### src/rtl/keypad_scan.sv
// 4x3 matrix keypad scanner: column drive, synchronised row sampling, single-key debounce.
// Define KEYPAD_REPEAT_EN to re-pulse key_valid every REPEAT_FRAMES frames while a key is held.
module keypad_scan #(
    parameter int unsigned SCAN_DIV      = 4,
    parameter int unsigned DEBOUNCE      = 5,
    parameter int unsigned REPEAT_FRAMES = 40
) (
    input  logic       clk_1khz,
    input  logic       rst,
    input  logic [3:0] key_row,
    output logic [2:0] key_col,
    output logic [3:0] key_code,
    output logic       key_valid,
    output logic       key_held,
    output logic       key_star
);

    localparam int unsigned SlotW = $clog2(SCAN_DIV);

    typedef enum logic {StIdle, StCheck} state_e;

    if (SCAN_DIV < 3 || DEBOUNCE < 1 || DEBOUNCE > 15 || REPEAT_FRAMES < 1) begin : g_cfg_err
        $error("keypad_scan: parameter out of range");
    end

    function automatic logic [3:0] key_map(input int unsigned r, input int unsigned c);
        if (r < 3) return 4'(3 * r + c + 1);
        case (c)
            0:       return 4'hA;
            1:       return 4'h0;
            default: return 4'hB;
        endcase
    endfunction

    logic [SlotW-1:0] slot_q, slot_d;
    logic [1:0]       col_q, col_d;
    logic [3:0]       row_s1_q, row_s2_q, cap0_q, cap1_q;
    logic [3:0]       prev_q, prev_d, stable_q, stable_d;
    logic [3:0]       code_q, code_d;
    logic             valid_q, valid_d, held_q, held_d, star_q, star_d;
    state_e           state_q, state_d;
    logic             slot_last, frame_end, accept, rpt_fire;
    logic [3:0]       frame_rows [3];
    logic [3:0]       hits, found, cand;

    assign slot_last = (slot_q == SlotW'(SCAN_DIV - 1));
    assign frame_end = slot_last && (col_q == 2'd2);

    always_comb begin
        slot_d = slot_last ? '0 : slot_q + SlotW'(1);
        col_d  = col_q;
        if (slot_last) col_d = (col_q == 2'd2) ? 2'd0 : col_q + 2'd1;
    end

    // Column 2 is evaluated from the live synchronizer output on the frame-end cycle.
    assign frame_rows[0] = cap0_q;
    assign frame_rows[1] = cap1_q;
    assign frame_rows[2] = row_s2_q;

    always_comb begin
        hits  = '0;
        found = 4'hF;
        for (int c = 0; c < 3; c++) begin
            for (int r = 0; r < 4; r++) begin
                if (frame_rows[c][r]) begin
                    hits  = hits + 4'd1;
                    found = key_map(r, c);
                end
            end
        end
        cand = (hits == 4'd1) ? found : 4'hF;
    end

    // State register.
    always_ff @(posedge clk_1khz or posedge rst) begin
        if (rst) begin
            slot_q   <= '0;
            col_q    <= '0;
            row_s1_q <= '0;
            row_s2_q <= '0;
            cap0_q   <= '0;
            cap1_q   <= '0;
            prev_q   <= 4'hF;
            stable_q <= '0;
            state_q  <= StIdle;
            code_q   <= 4'hF;
            valid_q  <= 1'b0;
            held_q   <= 1'b0;
            star_q   <= 1'b0;
        end else begin
            slot_q   <= slot_d;
            col_q    <= col_d;
            row_s1_q <= key_row;
            row_s2_q <= row_s1_q;
            if (slot_last && col_q == 2'd0) cap0_q <= row_s2_q;
            if (slot_last && col_q == 2'd1) cap1_q <= row_s2_q;
            prev_q   <= prev_d;
            stable_q <= stable_d;
            state_q  <= state_d;
            code_q   <= code_d;
            valid_q  <= valid_d;
            held_q   <= held_d;
            star_q   <= star_d;
        end
    end

    // Next-state logic for the debounce FSM.
    always_comb begin
        state_d  = state_q;
        prev_d   = prev_q;
        stable_d = stable_q;
        accept   = 1'b0;
        if (frame_end) begin
            prev_d = cand;
            if (cand != prev_q)                  stable_d = 4'd1;
            else if (stable_q != 4'(DEBOUNCE))   stable_d = stable_q + 4'd1;
            accept = (stable_d == 4'(DEBOUNCE)) && (cand != code_q);
            unique case (state_q)
                StIdle:  if (cand != code_q && !accept) state_d = StCheck;
                StCheck: if (accept || cand == code_q)  state_d = StIdle;
                default: state_d = StIdle;
            endcase
        end
    end

`ifdef KEYPAD_REPEAT_EN
    localparam int unsigned RptW = $clog2(REPEAT_FRAMES + 1);

    logic [RptW-1:0] rpt_q, rpt_d;

    always_comb begin
        rpt_d    = rpt_q;
        rpt_fire = 1'b0;
        if (frame_end) begin
            if (accept || code_q == 4'hF) begin
                rpt_d = '0;
            end else if (rpt_q == RptW'(REPEAT_FRAMES - 1)) begin
                rpt_d    = '0;
                rpt_fire = 1'b1;
            end else begin
                rpt_d = rpt_q + RptW'(1);
            end
        end
    end

    always_ff @(posedge clk_1khz or posedge rst) begin
        if (rst) rpt_q <= '0;
        else     rpt_q <= rpt_d;
    end
`else
    assign rpt_fire = 1'b0;
`endif

    // Output logic: all key outputs are registered so they change together.
    always_comb begin
        code_d  = accept ? cand : code_q;
        valid_d = (accept && cand != 4'hF) || rpt_fire;
        held_d  = (code_d != 4'hF);
        star_d  = (code_d == 4'hA);
    end

    assign key_col   = 3'(3'b001 << col_q);
    assign key_code  = code_q;
    assign key_valid = valid_q;
    assign key_held  = held_q;
    assign key_star  = star_q;

endmodule

### config.mk
export PLATFORM = sky130hd
export DESIGN_NAME = keypad_scan
export DESIGN_NICKNAME = d
export VERILOG_FILES = /design/src/rtl/keypad_scan.sv
export SDC_FILE = /design/constraint.sdc
export NUM_CORES = 1
export LEC_CHECK = 0
export BUFFER_PORTS_ARGS = -buffer_cell sky130_fd_sc_hd__buf_2
export CAP_MARGIN = 20
export CORE_MARGIN = 2
export CORE_UTILIZATION = 60
export CTS_CLUSTER_SIZE = 30
export DETAILED_ROUTE_END_ITERATION = 8
export GPL_TIMING_DRIVEN = 1
export PLACE_DENSITY = 0.81
export REMOVE_ABC_BUFFERS = 1
export SLEW_MARGIN = 25
export SYNTH_ARGS = -nofsm -noshare
export SYNTH_HDL_FRONTEND = slang
export SYNTH_SLANG_ARGS = --single-unit
### constraint.sdc
create_clock -name clk_1khz -period 10.09 [get_ports clk_1khz]
set_input_delay 2.018 -clock clk_1khz [delete_from_list [all_inputs] [get_ports clk_1khz]]
set_output_delay 2.018 -clock clk_1khz [all_outputs]
set_load 0.02 [all_outputs]
==> results.sh <==
export IMPL_run_status="complete, no violations"
export IMPL_clock_root_buffer="sky130_fd_sc_hd__clkbuf_8"
export IMPL_grt_pass1_wl_um=9390
export IMPL_path_depth=36
export IMPL_ant_nets=0
export IMPL_ir_drop_mv=0.112
export IMPL_die_area_um2=5010
export IMPL_cts_htree_levels=2
export IMPL_cell_internal_pwr_mw=0.385
export IMPL_cts_hold_buffers_added=0
export IMPL_hold_viol_final=0
export IMPL_worstPathBufferInverterCount=3
export IMPL_timing_final_crit_period_ns=8.22
export IMPL_worst_r2r_cell_count=36
export IMPL_place_detailed_hpwl_um=3930
export IMPL_worst_setup_path_type="reg2reg"
export IMPL_vias_per_cell=5.96
export IMPL_max_clock_path_buffers=2
export IMPL_finalNetCount=331
export IMPL_maximum_number_of_pins_on_one_net_before_global_route_repair=36
export IMPL_endpoint_kind="flop"
export IMPL_synth_sequential_area_ratio=0.331
export IMPL_firstDrtPassIters=5
export IMPL_initial_antenna_violation_count=0
export IMPL_critical_path_most_common_cell="sky130_fd_sc_hd__ha_1"
export IMPL_die_width_um=70.8
export IMPL_cellPowerDensity_nw_per_um2=221
export IMPL_power_frac_clock=0.204
export IMPL_timing_reg2reg_setup_slack_ns=1.87
export IMPL_initialDrtViolationCount=109
export IMPL_final_seq_area_um2=886
export IMPL_timing_slew_headroom=0.465
export IMPL_worst_skew_pair_late_latency_ns=0.29
export IMPL_syn_cell_area_um2=2670
export IMPL_timing_critical_path_from="cap0_q[0]"
export IMPL_critPathSlowestCell="sky130_fd_sc_hd__a211o_1"
export IMPL_leftover_overflow_at_the_end_of_global_routing=0
export IMPL_setup_repair_after_global_routing_missed_its_margin="false"
export IMPL_area_growth_syn_to_layout_pct=8.10
export IMPL_tns_ns=0
export IMPL_layout_commonest_cell="sky130_fd_sc_hd__nand2_1"
export IMPL_path_delay_family="adder cells"
export IMPL_worstReg2RegEnd="key_code[2]"
export IMPL_async_flop_share=1.00
export IMPL_ys_warn_count=0
export IMPL_finalCritPeriodShare=0.814
export IMPL_vias_in_the_first_global_route=2043
export IMPL_routed_via_count=2164
export IMPL_post_synth_inst_count=298
export IMPL_layout_drive_gt1_share=0.177
export IMPL_port_buffers=15
export IMPL_crit_reg2reg_launch="cap0_q[0]"
export IMPL_post_cts_setup_buffers=0
export IMPL_post_synth_num_cell_types=59
export IMPL_post_cts_resized=0
export IMPL_clkSlewWorstSetupHoldPaths_ns=0.07
export IMPL_route_detailed_wl_per_inst_um=14.4
export IMPL_number_of_buffers_added_by_the_clock_tree_synthesis_step=5
export IMPL_arrival_ns=8.43
export IMPL_critical_path_max_fanout=6
export IMPL_crit_required_ns=10.31
export IMPL_power_static_leakage_nw=1.32
export IMPL_synth_edf_count=0
export IMPL_drt_drc_violations_left=0
export IMPL_clock_fmax_mhz=122
export IMPL_cts_tree="yes"
export IMPL_worstHoldPathType="reg2reg"
export IMPL_post_placement_setup_slack_ns=1.91
export IMPL_clock_sink_count=35
export IMPL_placeableCoreArea_um2=4320
export IMPL_layout_common_cells="sky130_fd_sc_hd__nand2_1, sky130_fd_sc_hd__dfrtp_1, sky130_fd_sc_hd__nor2_1, sky130_fd_sc_hd__inv_1, sky130_fd_sc_hd__o21ai_0"
export IMPL_worst_pin_slew_ns=0.796
export IMPL_routabilityCongestion=0.848
export IMPL_total_wire_length_after_detailed_routing_um=5240
export IMPL_worst_path_largest_cell_delay_ns=0.43
export IMPL_crit_path_start_kind="flop"
export IMPL_grt_use_total=0.232
export IMPL_synth_flop_cell="sky130_fd_sc_hd__dfrtp_1"
export IMPL_p_sw_mw=0.255
export IMPL_timing_final_setup_violations=0
export IMPL_nFillCells=349
export IMPL_pwr_share_seq=0.295
export IMPL_multi_input_area_um2=1660
export IMPL_maxCapViolations=0
export IMPL_final_max_slew_viol_count=0
export IMPL_holdPathStages=0
export IMPL_fp_dieH_um=70.8
export IMPL_post_synth_cell_area_avg_um2=8.97
export IMPL_design_portCount=16
export IMPL_critPathCapture="key_code[2]"
export IMPL_comb_power_share=0.501
export IMPL_total_inserted_antenna_cells=0
export IMPL_worst_clock_skew_ns=0.00676
export IMPL_effective_utilization_at_floorplan=0.618
export IMPL_power_share_switching=0.398
export IMPL_fin_ws_ns=1.87
export IMPL_standard_cell_row_count=24
export IMPL_flip_flop_and_latch_count_after_synthesis=35
==> layer usage <==
metal	share of wire	track usage	vias to the layer above	wire [µm]
li1	-	-	1078	-
met1	0.48	0.327	1043	2500
met2	0.48	0.366	35	2490
met3	0.032	0.0413	8	168
met4	0.014	0.0734	0	74
met5	0	0	-	0
==> registers in the layout, indices dropped and copies added (netlist names) <==
signal and flops:
row_s2_q 4, stable_q 4, key_valid 1, key_code 4, prev_q 4, cap0_q 4, key_held 1, col_q 2
key_star 1, row_s1_q 4, slot_q 2, cap1_q 4
==> area by class of cell <==
type | count | area share
clock buffer | 6 | 0.0286
clock inverter | 2 | 0.0121
inverter | 21 | 0.0273
multi-input combinational | 231 | 0.574
sequential | 35 | 0.306
tap | 52 | 0.0225
timing repair buffer | 16 | 0.0286
==> cell usage after synthesis, types with 4 or more instances <==
cell | n | area, µm²
sky130_fd_sc_hd__dfrtp_1 | 27 | 676
sky130_fd_sc_hd__o21ai_0 | 16 | 80.1
sky130_fd_sc_hd__nand2_1 | 38 | 143
sky130_fd_sc_hd__clkbuf_1 | 6 | 22.5
sky130_fd_sc_hd__a21oi_1 | 10 | 50.1
sky130_fd_sc_hd__nor2_1 | 24 | 90.1
sky130_fd_sc_hd__ha_1 | 15 | 188
sky130_fd_sc_hd__a21o_1 | 4 | 30.0
sky130_fd_sc_hd__nor2b_1 | 4 | 25.0
sky130_fd_sc_hd__mux2_2 | 4 | 45.0
sky130_fd_sc_hd__mux2i_1 | 6 | 60.1
sky130_fd_sc_hd__inv_1 | 21 | 78.8
sky130_fd_sc_hd__a31oi_1 | 7 | 43.8
sky130_fd_sc_hd__xnor2_1 | 15 | 131
sky130_fd_sc_hd__dfstp_2 | 8 | 210
sky130_fd_sc_hd__nor3_1 | 10 | 50.1
sky130_fd_sc_hd__o211ai_1 | 6 | 45.0
sky130_fd_sc_hd__nand3_1 | 10 | 50.1
sky130_fd_sc_hd__xor2_1 | 7 | 61.3
==> per-stage QoR <==
step	std cells	utilization	total power [mW]	hold slack (ns)	instance area, µm²
2_1_floorplan	287	-	0.449	0.331	2620
3_3_place_gp	355	0.639	0.498	0.332	2770
3_5_place_dp	355	0.639	0.507	0.336	2770
4_1_cts	363	0.667	0.640	0.352	2880
5_1_grt	363	0.668	0.692	0.357	2890
6_report	363	0.668	0.639	0.349	2890
==> logic make-up after synthesis <==
family	Yosys count	share of synthesized area
simple gates	108	0.194
compound gates	68	0.176
flops	35	0.331
buf+inv	32	0.0505
xor+xnor	29	0.133
fa+ha+maj	15	0.0702
mux	11	0.0449
==> worst min-delay path by stage <==
stage | from | endpoint | slack (ns)
final | row_s1_q[1] | row_s2_q[1] | 0.35
after global placement | row_s1_q[3] | row_s2_q[3] | 0.33
after detailed placement | row_s1_q[1] | row_s2_q[1] | 0.34
after CTS | row_s1_q[1] | row_s2_q[1] | 0.35
after floorplan | row_s1_q[0] | row_s2_q[0] | 0.33
after global routing | row_s1_q[2] | row_s2_q[2] | 0.36
==> power groups by stage <==
stage	Clock, mW	Sequential [mW]	Combinational [mW]
4_1_cts	0.132	0.188	0.320
3_3_place_gp	0	0.189	0.309
3_5_place_dp	0	0.190	0.317
5_1_grt	0.139	0.192	0.361
6_report	0.131	0.189	0.320
2_1_floorplan	0	0.191	0.258
Power figures use the tool's default switching activity.
